--- config.mk ---
export PLATFORM = sky130hd
export DESIGN_NAME = pio_in_debounce_irq_ctrl
export DESIGN_NICKNAME = d
export VERILOG_FILES = /design/src/rtl/pio_in_debounce_irq_ctrl.sv
export SDC_FILE = /design/constraint.sdc
export NUM_CORES = 1
export LEC_CHECK = 0
export CAP_MARGIN = 15
export CORE_ASPECT_RATIO = 1.25
export CORE_MARGIN = 2
export CORE_UTILIZATION = 35
export DETAILED_ROUTE_END_ITERATION = 7
export PLACE_DENSITY = 0.75
export SYNTH_ARGS = -nofsm -noshare
export SYNTH_HDL_FRONTEND = slang
export SYNTH_SLANG_ARGS = --single-unit
--- constraint.sdc ---
create_clock -name clk -period 1.7 [get_ports clk]
set_clock_uncertainty 0.1 [all_clocks]
set_input_delay 0.34 -clock clk [delete_from_list [all_inputs] [get_ports clk]]
set_output_delay 0.34 -clock clk [all_outputs]
set_load 0.01 [all_outputs]
--- src/rtl/pio_in_debounce_irq_ctrl.sv ---
`default_nettype none
// ============================================================================
//  Module   : pio_in_debounce_irq_ctrl
//  Brief    : Avalon-MM input PIO. Synchronises and debounces each input bit,
//             captures edges into an RW1C register and raises a maskable,
//             registered level interrupt. Reads have fixed 1-cycle latency.
//  Revision : 1.0 - initial release
// ============================================================================
module pio_in_debounce_irq_ctrl #(
    parameter int WIDTH           = 1,
    parameter int DEBOUNCE_CYCLES = 50000,
    parameter int EDGE_TYPE       = 0
) (
    input  logic             clk,
    input  logic             reset_n,
    input  logic [1:0]       address,
    input  logic             chipselect,
    input  logic             write_n,
    input  logic [31:0]      writedata,
    output logic [31:0]      readdata,
    input  logic [WIDTH-1:0] in_port,
    output logic             irq
);

    localparam int c_cnt_w = $clog2(DEBOUNCE_CYCLES);
    localparam logic [c_cnt_w-1:0] c_cnt_one  = c_cnt_w'(1);
    localparam logic [c_cnt_w-1:0] c_cnt_last = c_cnt_w'(DEBOUNCE_CYCLES - 1);

    typedef enum logic [0:0] {
        ST_STABLE   = 1'b0,
        ST_COUNTING = 1'b1
    } deb_state_t;

    logic [WIDTH-1:0] r_sync1;
    logic [WIDTH-1:0] r_sync2;
    logic [WIDTH-1:0] w_debounced;
    logic [WIDTH-1:0] r_deb_d;
    logic [WIDTH-1:0] w_edge;
    logic [WIDTH-1:0] r_irqmask;
    logic [WIDTH-1:0] r_edgecap;
    logic [WIDTH-1:0] w_clr;
    logic [31:0]      w_rdata;
    logic             w_wr;
    logic             w_unused_wdata;

    // Only the low WIDTH bits of writedata carry register content.
    assign w_unused_wdata = ^writedata;

    // Two-flop synchroniser for the asynchronous pins.
    always_ff @(posedge clk or negedge reset_n) begin
        if (!reset_n) begin
            r_sync1 <= '0;
            r_sync2 <= '0;
        end else begin
            r_sync1 <= in_port;
            r_sync2 <= r_sync1;
        end
    end

    genvar gi;
    generate
        for (gi = 0; gi < WIDTH; gi = gi + 1) begin : g_bit
            deb_state_t         r_state;
            deb_state_t         w_state_nxt;
            logic [c_cnt_w-1:0] r_cnt;
            logic [c_cnt_w-1:0] w_cnt_nxt;
            logic               r_deb;
            logic               w_deb_nxt;

            // Debounce state, run-length counter and accepted level.
            always_ff @(posedge clk or negedge reset_n) begin
                if (!reset_n) begin
                    r_state <= ST_STABLE;
                    r_cnt   <= '0;
                    r_deb   <= 1'b0;
                end else begin
                    r_state <= w_state_nxt;
                    r_cnt   <= w_cnt_nxt;
                    r_deb   <= w_deb_nxt;
                end
            end

            // Accept a change only after DEBOUNCE_CYCLES consecutive differing samples.
            always_comb begin
                w_state_nxt = r_state;
                w_cnt_nxt   = '0;
                w_deb_nxt   = r_deb;
                case (r_state)
                    ST_STABLE: begin
                        if (r_sync2[gi] != r_deb) begin
                            w_state_nxt = ST_COUNTING;
                            w_cnt_nxt   = c_cnt_one;
                        end
                    end
                    ST_COUNTING: begin
                        if (r_sync2[gi] == r_deb) begin
                            w_state_nxt = ST_STABLE;
                        end else if (r_cnt == c_cnt_last) begin
                            w_deb_nxt   = r_sync2[gi];
                            w_state_nxt = ST_STABLE;
                        end else begin
                            w_cnt_nxt = r_cnt + c_cnt_one;
                        end
                    end
                    default: w_state_nxt = ST_STABLE;
                endcase
            end

            assign w_debounced[gi] = r_deb;
        end
    endgenerate

    // Delayed copy of the debounced level for edge detection.
    always_ff @(posedge clk or negedge reset_n) begin
        if (!reset_n) begin
            r_deb_d <= '0;
        end else begin
            r_deb_d <= w_debounced;
        end
    end

    generate
        if (EDGE_TYPE == 1) begin : g_edge_fall
            assign w_edge = ~w_debounced & r_deb_d;
        end else if (EDGE_TYPE == 2) begin : g_edge_any
            assign w_edge = w_debounced ^ r_deb_d;
        end else begin : g_edge_rise
            assign w_edge = w_debounced & ~r_deb_d;
        end
    endgenerate

    assign w_wr  = chipselect & ~write_n;
    assign w_clr = (w_wr && address == 2'd3) ? writedata[WIDTH-1:0] : '0;

    // Mask and edge-capture registers; a new edge beats a same-cycle clear.
    always_ff @(posedge clk or negedge reset_n) begin
        if (!reset_n) begin
            r_irqmask <= '0;
            r_edgecap <= '0;
        end else begin
            if (w_wr && address == 2'd2) begin
                r_irqmask <= writedata[WIDTH-1:0];
            end
            r_edgecap <= (r_edgecap & ~w_clr) | w_edge;
        end
    end

    // Read mux, zero-extended; reserved and unused bits read 0.
    always_comb begin
        w_rdata = '0;
        case (address)
            2'd0:    w_rdata[WIDTH-1:0] = w_debounced;
            2'd2:    w_rdata[WIDTH-1:0] = r_irqmask;
            2'd3:    w_rdata[WIDTH-1:0] = r_edgecap;
            default: w_rdata = '0;
        endcase
    end

    // Registered read data (every cycle) and registered interrupt.
    always_ff @(posedge clk or negedge reset_n) begin
        if (!reset_n) begin
            readdata <= '0;
            irq      <= 1'b0;
        end else begin
            readdata <= w_rdata;
            irq      <= |(r_edgecap & r_irqmask);
        end
    end

endmodule
`default_nettype wire

==> results.json <==
{
  "run_status": "finished clean",
  "synth-xor-area-share": 0.0970,
  "overflow": 0,
  "powerDensity_mw_per_mm2": 697,
  "cap_violations": 0,
  "portBuffers": 9,
  "setup_tns_ns": 0,
  "clock.fmax_ghz": 0.589,
  "core_area_sq_mm": 0.00375,
  "synth-adder-area-share": 0.00923,
  "synth_simple_gate_area_frac": 0.191,
  "setup_ws_ns": 0.00291,
  "switchingPower_w": 0.000280,
  "synth_compound_area_frac": 0.0222,
  "cts-root-buf": "clkbuf_8",
  "slowest_stage": "or4_4",
  "holdPathStages": 0,
  "cts_made_buffers": 3,
  "slew_violations": 0,
  "drive_above_1_share": 0.210,
  "die_x_microns": 59.7,
  "swShare": 0.251,
  "finalPower_w": 0.00112,
  "placed_area_sq_mm": 0.00145,
  "finalCritPeriodShare": 0.998,
  "drt_iter0_drc": 18,
  "cpPeakStageDelay_ns": 0.55,
  "cts_tree": "done",
  "internal_power_w": 0.000836,
  "initial_core_util": 0.361,
  "clkTransAtPathRegs_ns": 0.09,
  "end_kind": "register",
  "r2r_slack_ns": 0.003,
  "die_h_microns": 73.6,
  "clk_latency_ns": 0.28,
  "synth.area.mux_share": 0.0166,
  "share_comb_of_total_power": 0.112,
  "drt_drc_violations_left": 0,
  "area.growth.synth_to_final_pct": 18.2,
  "synthArstFlopShare": 1.00,
  "htree_levels": 1,
  "ir_worst_vdd_uv": 292,
  "diodes": 0,
  "crit_required_ns": 1.77,
  "synth_edf_count": 0,
  "drtAntennaViolNets": 0,
  "routed_via_density": 4.50,
  "p_leak_nw": 0.694,
  "reg2reg_to": "g_bit[0].r_cnt[5]",
  "grt_pass1_wl_microns": 3480,
  "setup_viol": 0,
  "dp_hpwl_microns": 1470,
  "wire_per_inst_microns": 11.1,
  "pre_cts_ws_ns": -0.0497,
  "fin_util": 0.427,
  "min_from": "r_sync1",
  "synth_most_common_cell": "buf_4",
  "synth_seq_cells": 25,
  "drt_pass1_iterations": 4,
  "r2r_start": "g_bit[0].r_cnt[13]",
  "crit_fanout": 8,
  "crit_type": "reg -> reg",
  "n_fill_cell": 355,
  "p_clk_frac": 0.325,
  "worstPathArrival_ns": 1.76,
  "hold_end": "r_sync2",
  "final_cell_area_sq_mm": 0.00160,
  "clock_path_buffers": 2,
  "synth_ff_type": "dfrtp_1",
  "sequentialPowerShare": 0.563,
  "netlist.area_leader.share": 0.462,
  "rsz0062_at_grt": "yes",
  "synth_top_area_cell": "dfrtp_1",
  "cp_cell_sequence": "or4_4, nor4_4, or2_1, buf_6, nor2_1",
  "ys_types": 26,
  "yosysSeqAreaShare": 0.462,
  "syn_avg_cell_area_sq_um": 9.82,
  "first_global_vias": 849,
  "synth_common_cells": "buf_4 (32), dfrtp_1 (25), nor2_1 (21)",
  "synth_top_family_by_area": "buffers and inverters",
  "rows": 25,
  "grtUsageTotal": 0.106,
  "ioPinCount": 72,
  "synth_area_leaders": "dfrtp_1 (46%), buf_4 (18%), xnor2_1 (9.0%)",
  "dr_total_vias": 910,
  "hold_path.class": "reg -> reg",
  "yosysWarnings": 0,
  "dieArea_sq_mm": 0.00439,
  "syn-cell-area_sq_mm": 0.00136,
  "place_congestion": 0.818,
  "nets": 203,
  "antenna_found_initial": 0,
  "hold_viol_final": 0,
  "r2r_cells": 5,
  "syn_inst": 138,
  "wirelength_microns": 2240,
  "grt_start_max_net_pins": 26,
  "clkSinkCount": 25,
  "fin_crit_ns": 1.70,
  "cp-start-kind": "register"
}
what timing repair did:
| action | in CTS | in global routing |
|---|---|---|
| resized for setup | 5 | 17 |
| hold buffers | 0 | 0 |
| endpoints found under the hold margin | 0 | 0 |
| setup endpoints to repair | 17 | 17 |
| setup buffers | 0 | 2 |
| pin swaps | 0 | 2 |
registers in the layout (all words and copies together) (netlist names):
| register | flops |
|---|---|
| g_bit.r_cnt | 16 |
| g_bit.r_deb | 1 |
| g_bit.r_state | 1 |
| irq | 1 |
| r_deb_d | 1 |
| r_edgecap | 1 |
| r_irqmask | 1 |
| r_sync1 | 1 |
| r_sync2 | 1 |
| readdata | 1 |
routing by layer:
| layer | GRT usage | part of all wire | up-vias |
|---|---|---|---|
| met3 | 0.0158 | 0.034 | 4 |
| li1 | - | - | 437 |
| met4 | 0.0790 | 0.023 | 0 |
| met2 | 0.188 | 0.54 | 26 |
| met5 | 0 | 0 | - |
| met1 | 0.108 | 0.40 | 443 |
cell usage in the layout (no fill, tap or decap), types with 5 or more instances in the layout:
| cell type | n |
|---|---|
| inv_1 | 5 |
| dfrtp_1 | 25 |
| nor2_2 | 5 |
| nand2_1 | 5 |
| nor2_1 | 15 |
| xnor2_1 | 14 |
| buf_4 | 11 |
| nand3_1 | 6 |
| conb_1 | 31 |
| clkdlybuf4s50_1 | 9 |
worst max-delay path: cells and delay by family, from the launching register on:
family | cells | cell delay, ns
buf+inv | 1 | 0.15
flops | 1 | 0.39
simple gates | 4 | 0.95
logic make-up after synthesis:
kind of cell,Yosys count
and+or+nand+nor,51
muxes,2
other,1
buffers and inverters,38
DFF,25
adders and majority gates,1
AOI/OAI and AO/OA,5
xor gates and xnor gates,15
stage by stage:
step / hold slack, ns / instances
finish: 0.254 / 202
global route: 0.275 / 202
CTS: 0.257 / 200
detailed placement: 0.237 / 196
global placement: 0.234 / 196
floorplan: -0.0556 / 168
worst max-delay path by stage:
stage / start / end / slack [ns] / cells past startpoint
floorplan: g_bit[0].r_cnt[13] / g_bit[0].r_cnt[13] / -0.02 / 6
global placement: g_bit[0].r_cnt[13] / g_bit[0].r_deb / -0.03 / 5
detailed placement: g_bit[0].r_cnt[13] / g_bit[0].r_deb / -0.05 / 5
CTS: g_bit[0].r_cnt[13] / g_bit[0].r_cnt[15] / 0.007 / 5
global route: g_bit[0].r_cnt[13] / g_bit[0].r_cnt[15] / -0.05 / 5
finish: g_bit[0].r_cnt[13] / g_bit[0].r_cnt[5] / 0.003 / 5
power by group through the flow:
stage / sequential [W] / combinational, W / clock [W]
final: 0.000628 / 0.000126 / 0.000363
after detailed placement: 0.000640 / 0.000120 / 0
after global routing: 0.000631 / 0.000141 / 0.000386
after CTS: 0.000628 / 0.000121 / 0.000374
after global placement: 0.000639 / 0.000118 / 0
after floorplan: 0.000642 / 0.000118 / 0
cell type report:
class | count | area, sq um | area share
Clock buffer | 3 | 41.3 | 0.0258
Timing Repair Buffer | 23 | 206 | 0.129
Tap cell | 40 | 50.0 | 0.0312
Clock inverter | 1 | 7.51 | 0.00469
Multi-Input combinational cell | 105 | 652 | 0.407
Sequential cell | 25 | 626 | 0.391
Inverter | 5 | 18.8 | 0.0117
Power figures use the tool's default switching activity.
